===== src/rtl/dmem_arbiter.sv =====
// Two-requester arbiter and sequencer for a single-port data memory.
// One transaction at a time: IDLE arbitrates, ISSUE drives the memory, RESP returns read data.
module dmem_arbiter #(
  parameter int ADDR_W = 10,
  parameter int DATA_W = 16
) (
  input  logic              clk,
  input  logic              rst,
  input  logic              req0,
  input  logic              we0,
  input  logic [ADDR_W-1:0] addr0,
  input  logic [DATA_W-1:0] wdata0,
  input  logic              lock0,
  output logic              gnt0,
  output logic              rvalid0,
  input  logic              req1,
  input  logic              we1,
  input  logic [ADDR_W-1:0] addr1,
  input  logic [DATA_W-1:0] wdata1,
  input  logic              lock1,
  output logic              gnt1,
  output logic              rvalid1,
  output logic [DATA_W-1:0] rdata,
  output logic              busy,
  output logic              mem_re,
  output logic              mem_we,
  output logic [ADDR_W-1:0] mem_raddr,
  output logic [ADDR_W-1:0] mem_waddr,
  output logic [DATA_W-1:0] mem_wdata,
  input  logic [DATA_W-1:0] mem_rdata
);

  typedef enum logic [1:0] {
    IDLE  = 2'd0,
    ISSUE = 2'd1,
    RESP  = 2'd2
  } state_t;

  state_t state_reg, state_next;

  logic              last_owner_reg, last_owner_next;
  logic              txn_we_reg, txn_we_next;
  logic [1:0]        gnt_reg, gnt_next;
  logic [1:0]        rvalid_reg, rvalid_next;
  logic [DATA_W-1:0] rdata_reg, rdata_next;
  logic              busy_reg, busy_next;
  logic              mem_re_reg, mem_re_next;
  logic              mem_we_reg, mem_we_next;
  logic [ADDR_W-1:0] mem_addr_reg, mem_addr_next;
  logic [DATA_W-1:0] mem_wdata_reg, mem_wdata_next;

  logic [1:0]        req_vec;
  logic [1:0]        lock_vec;
  logic [1:0]        we_vec;
  logic [1:0]        wins;
  logic [ADDR_W-1:0] addr_vec [2];
  logic [DATA_W-1:0] wdata_vec [2];
  logic              winner;

  assign req_vec      = {req1, req0};
  assign lock_vec     = {lock1, lock0};
  assign we_vec       = {we1, we0};
  assign addr_vec[0]  = addr0;
  assign addr_vec[1]  = addr1;
  assign wdata_vec[0] = wdata0;
  assign wdata_vec[1] = wdata1;

  // A requester wins alone, or on a tie when it is the locked last owner or
  // when the last owner is someone else and not holding its lock.
  generate
    for (genvar gi = 0; gi < 2; gi++) begin : g_vote
      localparam bit ME = (gi == 1);
      assign wins[gi] = req_vec[gi] &
                        (~req_vec[1-gi] |
                         ((last_owner_reg == ME) ? lock_vec[gi] : ~lock_vec[1-gi]));
    end
  endgenerate

  assign winner = wins[1];

  always_comb begin
    state_next      = state_reg;
    last_owner_next = last_owner_reg;
    txn_we_next     = txn_we_reg;
    gnt_next        = '0;
    rvalid_next     = '0;
    rdata_next      = rdata_reg;
    mem_re_next     = 1'b0;
    mem_we_next     = 1'b0;
    mem_addr_next   = mem_addr_reg;
    mem_wdata_next  = mem_wdata_reg;
    busy_next       = 1'b0;

    unique case (state_reg)
      IDLE: begin
        if (|wins) begin
          state_next       = ISSUE;
          last_owner_next  = winner;
          txn_we_next      = we_vec[winner];
          gnt_next[winner] = 1'b1;
          mem_we_next      = we_vec[winner];
          mem_re_next      = ~we_vec[winner];
          mem_addr_next    = addr_vec[winner];
          mem_wdata_next   = wdata_vec[winner];
        end
      end
      ISSUE: begin
        // Memory samples at the edge ending this cycle; writes need no response.
        state_next = txn_we_reg ? IDLE : RESP;
      end
      RESP: begin
        state_next                  = IDLE;
        rdata_next                  = mem_rdata;
        rvalid_next[last_owner_reg] = 1'b1;
      end
      default: begin
        state_next = IDLE;
      end
    endcase

    busy_next = (state_next != IDLE);
  end

  always_ff @(posedge clk or negedge rst) begin
    if (!rst) begin
      state_reg      <= IDLE;
      last_owner_reg <= 1'b1;
      txn_we_reg     <= 1'b0;
      gnt_reg        <= '0;
      rvalid_reg     <= '0;
      rdata_reg      <= '0;
      busy_reg       <= 1'b0;
      mem_re_reg     <= 1'b0;
      mem_we_reg     <= 1'b0;
      mem_addr_reg   <= '0;
      mem_wdata_reg  <= '0;
    end else begin
      state_reg      <= state_next;
      last_owner_reg <= last_owner_next;
      txn_we_reg     <= txn_we_next;
      gnt_reg        <= gnt_next;
      rvalid_reg     <= rvalid_next;
      rdata_reg      <= rdata_next;
      busy_reg       <= busy_next;
      mem_re_reg     <= mem_re_next;
      mem_we_reg     <= mem_we_next;
      mem_addr_reg   <= mem_addr_next;
      mem_wdata_reg  <= mem_wdata_next;
    end
  end

  assign gnt0      = gnt_reg[0];
  assign gnt1      = gnt_reg[1];
  assign rvalid0   = rvalid_reg[0];
  assign rvalid1   = rvalid_reg[1];
  assign rdata     = rdata_reg;
  assign busy      = busy_reg;
  assign mem_re    = mem_re_reg;
  assign mem_we    = mem_we_reg;
  assign mem_raddr = mem_addr_reg;
  assign mem_waddr = mem_addr_reg;
  assign mem_wdata = mem_wdata_reg;

endmodule

===== config.mk =====
export PLATFORM = sky130hd
export DESIGN_NAME = dmem_arbiter
export DESIGN_NICKNAME = d
export VERILOG_FILES = /design/src/rtl/dmem_arbiter.sv
export SDC_FILE = /design/constraint.sdc
export NUM_CORES = 1
export LEC_CHECK = 0
export ABC_AREA = 1
export BUFFER_PORTS_ARGS = -buffer_cell sky130_fd_sc_hd__buf_2
export CAP_MARGIN = 20
export CORE_ASPECT_RATIO = 0.9
export CORE_UTILIZATION = 40
export DETAILED_ROUTE_END_ITERATION = 8
export GPL_TIMING_DRIVEN = 0
export PLACE_DENSITY = 0.75
export SYNTH_ARGS = -nofsm -noshare
export SYNTH_HDL_FRONTEND = slang
export SYNTH_SLANG_ARGS = --single-unit

===== constraint.sdc =====
create_clock -name clk -period 1.25 [get_ports clk]
set_input_delay 0.25 -clock clk [delete_from_list [all_inputs] [get_ports clk]]
set_output_delay 0.25 -clock clk [all_outputs]
set_load 0.05 [all_outputs]

==> results.sh, run 1 <==
export IMPL_run_status="finished, violations left"
export IMPL_failed_checks="setup timing"
export IMPL_post_synthesis_sequential_area_ratio_pct=50.3
export IMPL_io_pins=135
export IMPL_die_h_um=79.0
export IMPL_htree_levels=2
export IMPL_clock_sinks=53
export IMPL_combPwrFrac_pct=67.1
export IMPL_worst_hold_slack_ps=163
export IMPL_final_net_count=545
export IMPL_hold_path_class="primary input to flip-flop"
export IMPL_area_fraction_in_compound_gates_after_synthesis_pct=0.569
export IMPL_clkTransAtPathRegs_ps=100
export IMPL_grt_antenna_before_repair=0
export IMPL_critical_path_cell_list="or2_4, nor2_4, inv_6, buf_8, nand2_1, nand2_1"
export IMPL_synth_distinct_cells=20
export IMPL_end_kind="flip-flop"
export IMPL_crit_path_max_incr_delay_ps=390
export IMPL_clock_tree_root_cell="sky130_fd_sc_hd__clkbuf_8"
export IMPL_grt_start_max_net_pins=31
export IMPL_drive_above_1_share_pct=49.1
export IMPL_post_synth_cell_area_avg_um2=8.48
export IMPL_layout_commonest_cell="sky130_fd_sc_hd__buf_2"
export IMPL_routed_via_count=2599
export IMPL_net_switching_power_mw=6.56
export IMPL_layout_worst_path_cycle_share_pct=105
export IMPL_io_buffers=134
export IMPL_multi_input_comb_area_um2=1000
export IMPL_finClkSkew_ps=6.91
export IMPL_drt_pass1_iterations=4
export IMPL_grt_pass1_vias=2468
export IMPL_p_per_area_nw_per_um2=3120
export IMPL_grt_util_all_layers_pct=20.6
export IMPL_p_leak_nw=2.30
export IMPL_postLayoutSetupSlackWorst_ps=-60.9
export IMPL_synth_simple_gate_area_share_pct=27.4
export IMPL_floorplan_die_width_um=87.6
export IMPL_yosys_top_cells_area="sky130_fd_sc_hd__dfrtp_1 49%, sky130_fd_sc_hd__nand3_1 15%, sky130_fd_sc_hd__nand2_1 8.5%, sky130_fd_sc_hd__inv_1 8.4%, sky130_fd_sc_hd__mux2_2 6.8%"
export IMPL_max_cap_violations=0
export IMPL_total_of_endpoints_with_negative_setup_slack_in_the_final_report=31
export IMPL_worst_ep_arrival_time_ps=1520
export IMPL_netlist_area_leader_share_pct=49.3
export IMPL_tritoncts="built"
export IMPL_design_power_total_mw=12.5
export IMPL_synth_top_family_by_area="simple AND/OR/NAND/NOR gates"
export IMPL_critPathMaxFanout=10
export IMPL_synthMuxAreaShare_pct=6.83
export IMPL_placement_setup_worst_slack_ps=-215
export IMPL_fmaxAchievable_ghz=0.763
export IMPL_slew_limit_headroom_pct=61.9
export IMPL_synth_xor_area_share_pct=0
export IMPL_crit_path_frequent_cell="sky130_fd_sc_hd__nand2_1"
export IMPL_p_int_mw=5.99
export IMPL_drt_vias_per_instance=4.67
export IMPL_first_iter_violations=94
export IMPL_ys_warnings_count=0
export IMPL_finalHoldViolations=0
export IMPL_clk_latency_ps=310
export IMPL_clockPowerShare_pct=8.2
export IMPL_slowest_stage="sky130_fd_sc_hd__dfrtp_1"
export IMPL_core_um2=6250
export IMPL_report_final_slew_viol_count=0
export IMPL_vdd_drop_max_v=0.00131
export IMPL_cts_made_buffers=5
export IMPL_cp_bufs_invs=2
export IMPL_rows=27
export IMPL_yosys_area_share_adder_pct=0
export IMPL_worstSetupPathType="flip-flop to flip-flop"
export IMPL_worstMarginPinSlew_ps=571
export IMPL_globalRouteOverflowTotal=0
export IMPL_worst_path_dominant_cell_family="simple AND/OR/NAND/NOR gates"
export IMPL_mappedNetlistArea_um2=2640
export IMPL_syn_num_nets=387
export IMPL_layout_cells_most_common_list="115 x sky130_fd_sc_hd__buf_2, 78 x sky130_fd_sc_hd__nand3_1, 59 x sky130_fd_sc_hd__inv_1"
export IMPL_diodes=0
export IMPL_wire_per_inst_um=12.9
export IMPL_place_congestion=0.788
export IMPL_synth_top_area_cell="sky130_fd_sc_hd__dfrtp_1"
export IMPL_first_pass_grt_wire_length_um=11200
export IMPL_power_frac_seq_pct=24.8
export IMPL_die_area_um2=6920
export IMPL_timing_critical_path_from_type="flip-flop"
export IMPL_post_dp_hpwl_um=4750
export IMPL_post_route_util_pct=64.3
export IMPL_area_sequential_um2=1330
export IMPL_drt_drc_violations_left=0
export IMPL_timing_final_crit_period_ps=1310
export IMPL_p_sw_share_pct=52.3
export IMPL_detail_route_wirelength_um=7170
export IMPL_initial_core_util_pct=42.2
export IMPL_cts_max_path_buffers=2
export IMPL_antenna_left=0
export IMPL_fill_cells=526
export IMPL_rsz0062_at_grt="true"
export IMPL_layout_area_overhead_vs_synth_pct=52.4
export IMPL_count_of_state_elements_after_synthesis=53
export IMPL_synth_cells=311
export IMPL_timing_critical_path_required_ps=1460
cell type report:
class | instances | share of cell area (%)
Inverter | 61 | 5.82
Clock buffer | 5 | 1.71
Timing Repair Buffer | 155 | 25.7
Tap cell | 87 | 2.71
Multi-Input combinational cell | 172 | 25.0
Buffer | 21 | 5.38
Clock inverter | 3 | 0.622
Sequential cell | 53 | 33.0
metal layers:
layer / track usage, % / vias to the layer above / wire [um]
li1: - / 1274 / -
met1: 26.5 / 1199 / 3130
met2: 35.9 / 118 / 3490
met3: 3.95 / 8 / 494
met4: 4.59 / 0 / 57
met5: 0 / - / 0
worst paths after layout:
path / cells after the start / startpoint / endpoint / slack, ps
max in group asynchronous: 3 / rst / last_owner_reg / 160
min in group asynchronous: 2 / rst / mem_raddr[6] / 460
worst min-delay path: 2 / mem_rdata[0] / rdata[0] / 160
worst min register to register: 1 / txn_we_reg / state_reg[1] / 480
worst max register to register: 6 / state_reg[1] / mem_wdata[10] / -60
worst max-delay path: 6 / state_reg[1] / mem_wdata[10] / -60
kinds of logic after synthesis:
group	count (synthesis)
buf+inv	86
mux	16
simple gates	154
compound gates	2
flops	53
through the flow:
step                instances  instance area, um2  setup TNS, ps
floorplan                 311                2640              0
CTS                       557                3980          -1010
finish                    557                4020          -1110
global placement          532                3420          -6410
global route              557                4020          -4220
detailed placement        533                3440          -4830
synth_stat cells (all sizes together):
| cell | number |
|---|---|
| a21oi | 1 |
| o22ai | 1 |
| nand3 | 83 |
| dfstp | 1 |
| mux2 | 16 |
| dfrtp | 52 |
| inv | 61 |
| nor2 | 6 |
| buf | 25 |
| or2 | 2 |
| nor3 | 1 |
| nand2 | 62 |
power by group through the flow:
stage	logic (mW)	clock network, mW	registers [mW]
floorplan	2.59	0	5.76
global placement	6.80	0	3.04
detailed placement	6.91	0	3.05
CTS	8.32	1.05	3.07
global route	8.88	1.11	3.22
finish	8.41	1.02	3.11
what timing repair did:
item | in CTS | in global routing
setup buffers | 13 | 3
setup endpoints to repair | 50 | 52
hold buffers | 1 | 0
endpoints found under the hold margin | 23 | 0
gates resized for setup | 90 | 14
pin swaps | 15 | 2
cloned | 3 | 0
Power figures use the tool's default switching activity.
==> run 2, diff against run 1 <==
- ABC_AREA: 1 -> default
- PLACE_DENSITY: 0.75 -> 0.73
==> run 2 against run 1 <==
Net effect: the run still ends with setup timing left; worst hold slack got worse by 14 ps; critical path depth is 1 lower; non-clock buffer count rose by 18; critical endpoint is now mem_raddr[2]; highest routed layer unchanged.
==> results.sh, run 2 <==
export IMPL_multi_input_comb_area_um2=1450
export IMPL_worst_ep_arrival_time_ps=1630
export IMPL_layout_cells_most_common_list="121 x sky130_fd_sc_hd__buf_2, 51 x sky130_fd_sc_hd__dfrtp_1, 27 x sky130_fd_sc_hd__a21oi_1, 27 x sky130_fd_sc_hd__and2_1, 26 x sky130_fd_sc_hd__a31oi_1"
export IMPL_clkTransAtPathRegs_ps=100
export IMPL_timing_final_crit_period_ps=1450
export IMPL_synth_commonest_cells="52 x sky130_fd_sc_hd__dfrtp_1, 29 x sky130_fd_sc_hd__and2_1, 28 x sky130_fd_sc_hd__a21oi_1"
export IMPL_count_of_state_elements_after_synthesis=53
export IMPL_htree_levels=2
export IMPL_grt_util_all_layers_pct=24.3
export IMPL_die_area_um2=7550
export IMPL_synth_simple_gate_area_share_pct=9.54
export IMPL_post_synthesis_sequential_area_ratio_pct=46.0
export IMPL_wire_per_inst_um=17.3
export IMPL_io_buffers=134
export IMPL_yosys_top_cells_area="sky130_fd_sc_hd__dfrtp_1 45%, sky130_fd_sc_hd__a32oi_1 7.9%, sky130_fd_sc_hd__o311ai_1 7.9%, sky130_fd_sc_hd__and2_1 6.3%, sky130_fd_sc_hd__a31oi_1 5.6%"
export IMPL_worst_hold_startpoint="mem_rdata[13]"
export IMPL_post_dp_hpwl_um=6060
export IMPL_postLayoutSetupSlackWorst_ps=-201
export IMPL_place_congestion=0.836
export IMPL_placed_cell_area_um2=3720
export IMPL_slew_limit_headroom_pct=62.0
export IMPL_asyncSetResetFlopFracSynth_pct=100
export IMPL_layout_area_overhead_vs_synth_pct=49.3
export IMPL_antenna_left=0
export IMPL_first_iter_violations=155
export IMPL_clock_sinks=53
export IMPL_finish_cell_count_without_fillers=523
export IMPL_hold_path_class="primary input to flip-flop"
export IMPL_total_of_endpoints_with_negative_setup_slack_in_the_final_report=32
export IMPL_tritoncts="built"
export IMPL_grt_antenna_before_repair=0
export IMPL_synth_top_area_cell="sky130_fd_sc_hd__dfrtp_1"
export IMPL_cts_made_buffers=5
export IMPL_worstSetupPathType="flip-flop to flip-flop"
export IMPL_synth_enable_flop_cells=0
export IMPL_net_switching_power_mw=6.57
export IMPL_netlist_area_leader_share_pct=45.1
export IMPL_first_pass_grt_wire_length_um=14100
export IMPL_rows=28
export IMPL_worstMarginPinSlew_ps=571
export IMPL_synthMuxAreaShare_pct=6.94
export IMPL_timing_critical_path_required_ps=1430
export IMPL_power_frac_seq_pct=24.7
export IMPL_grt_start_max_net_pins=38
export IMPL_core_um2=6760
export IMPL_diodes=0
export IMPL_ys_dominant_reg_cell="sky130_fd_sc_hd__dfrtp_1"
export IMPL_detail_route_wirelength_um=9030
export IMPL_run_status="finished, violations left"
export IMPL_rsz0062_at_grt="true"
export IMPL_worst_hold_slack_ps=148
export IMPL_p_per_area_nw_per_um2=2900
export IMPL_vdd_drop_max_v=0.00148
export IMPL_synth_top_family_by_area="compound AO/OA/AOI/OAI gates"
export IMPL_layout_commonest_cell="sky130_fd_sc_hd__buf_2"
export IMPL_ys_warnings_count=0
export IMPL_p_leak_nw=1.90
export IMPL_finClkSkew_ps=4.99
export IMPL_drt_vias_per_instance=5.62
export IMPL_synth_cells=273
export IMPL_final_net_count=508
export IMPL_floorplan_die_width_um=91.5
export IMPL_io_pins=135
export IMPL_cts_max_path_buffers=2
export IMPL_area_sequential_um2=1330
export IMPL_combPwrFrac_pct=66.4
export IMPL_drive_above_1_share_pct=53.6
export IMPL_drt_pass1_iterations=4
export IMPL_grt_pass1_vias=2746
export IMPL_area_fraction_in_compound_gates_after_synthesis_pct=27.9
export IMPL_end_kind="flip-flop"
export IMPL_globalRouteOverflowTotal=0
export IMPL_die_h_um=82.6
export IMPL_placed_cells=498
export IMPL_p_sw_share_pct=52.6
export IMPL_yosysMostFrequentCell="sky130_fd_sc_hd__dfrtp_1"
export IMPL_max_cap_violations=0
export IMPL_synth_distinct_cells=29
export IMPL_timing_critical_path_from_type="flip-flop"
export IMPL_finalHoldViolations=0
export IMPL_clock_tree_root_cell="sky130_fd_sc_hd__clkbuf_8"
export IMPL_fmaxAchievable_ghz=0.689
export IMPL_post_route_cell_area_um2=4310
export IMPL_critPathMaxFanout=10
export IMPL_failed_checks="setup timing"
export IMPL_drt_drc_violations_left=0
export IMPL_design_power_total_mw=12.5
export IMPL_clockPowerShare_pct=8.9
export IMPL_routed_via_count=2939
export IMPL_post_route_util_pct=63.7
export IMPL_mappedNetlistArea_um2=2880
export IMPL_report_final_slew_viol_count=0
export IMPL_yosys_area_share_adder_pct=0
export IMPL_initial_core_util_pct=42.7
export IMPL_placement_setup_worst_slack_ps=-323
export IMPL_clk_latency_ps=310
export IMPL_fill_cells=581
export IMPL_p_int_mw=5.93
export IMPL_post_synth_cell_area_avg_um2=10.6
export IMPL_final_setup_tns_ps=-4680
export IMPL_critical_path_startpoint="last_owner_reg"
export IMPL_syn_num_nets=349
export IMPL_synth_xor_area_share_pct=0
export IMPL_layout_worst_path_cycle_share_pct=116
export IMPL_worst_r2r_startpoint="last_owner_reg"
[run 2: cell count changes in the layout (fill, tap and decap cells not counted), sizes merged, moves of 2 or more]
cell | previous run | this run
a21oi | 1 | 28
a31oi | 0 | 27
a32oi | 0 | 26
and2 | 0 | 29
buf | 170 | 174
clkbuf | 10 | 26
inv | 62 | 4
mux2i | 0 | 2
nand2 | 62 | 3
nand3 | 83 | 2
o311ai | 0 | 26
[run 2: area by class of cell]
cell class              instances  share of cell area, %
clock buffers                   7                   2.24
flip-flops and latches         53                   30.9
plain buffers                  38                   7.32
clock inverters                 1                  0.203
inverters                       3                  0.262
multi-input cells             175                   33.7
well taps                      90                   2.62
repair buffers                156                   22.8
[run 2: kinds of logic after synthesis]
family | after synthesis
flops | 53
simple gates | 47
mux | 18
compound gates | 110
buf+inv | 45
[run 2: final timing paths]
| kind | end | slack (ps) | cells after the start |
|---|---|---|---|
| hold / removal | rdata[13] | 150 | 2 |
| max in group asynchronous | last_owner_reg | 230 | 3 |
| hold reg to reg | state_reg[1] | 440 | 1 |
| min in group asynchronous | rdata[7] | 410 | 2 |
| setup / recovery | mem_raddr[2] | -200 | 5 |
| setup reg to reg | mem_raddr[2] | -200 | 5 |
[run 2: critical path, stage by stage (launching register included)]
cell and delay, ps:
sky130_fd_sc_hd__dfstp_2 630, sky130_fd_sc_hd__nand2_2 80, sky130_fd_sc_hd__buf_6 150, sky130_fd_sc_hd__buf_6 140, sky130_fd_sc_hd__a32oi_1 200, sky130_fd_sc_hd__a31oi_1 110
[run 2: power by group through the flow]
stage / Combinational [mW] / Sequential (mW) / Clock [mW]
6_report: 8.30 / 3.09 / 1.11
3_3_place_gp: 7.06 / 3.03 / 0
5_1_grt: 8.67 / 3.21 / 1.20
2_1_floorplan: 2.81 / 5.72 / 0
3_5_place_dp: 7.16 / 3.07 / 0
4_1_cts: 7.98 / 3.06 / 1.12
[run 2: repair_timing]
| action | 4_1_cts | 5_1_grt |
|---|---|---|
| buffers inserted | 14 | 5 |
| pin swaps | 23 | 11 |
| endpoints found under the hold margin | 16 | 0 |
| hold buffers | 1 | 0 |
| endpoints found under the setup margin | 51 | 64 |
| resized for setup | 61 | 31 |
| cloned | 1 | 0 |
[run 2: layer usage]
metal	global-route usage, %	up-vias	wire, um
met2	40.8	126	4460
met5	0	-	0
li1	-	1372	-
met1	32.2	1433	3890
met4	8.41	0	100
met3	3.75	8	579
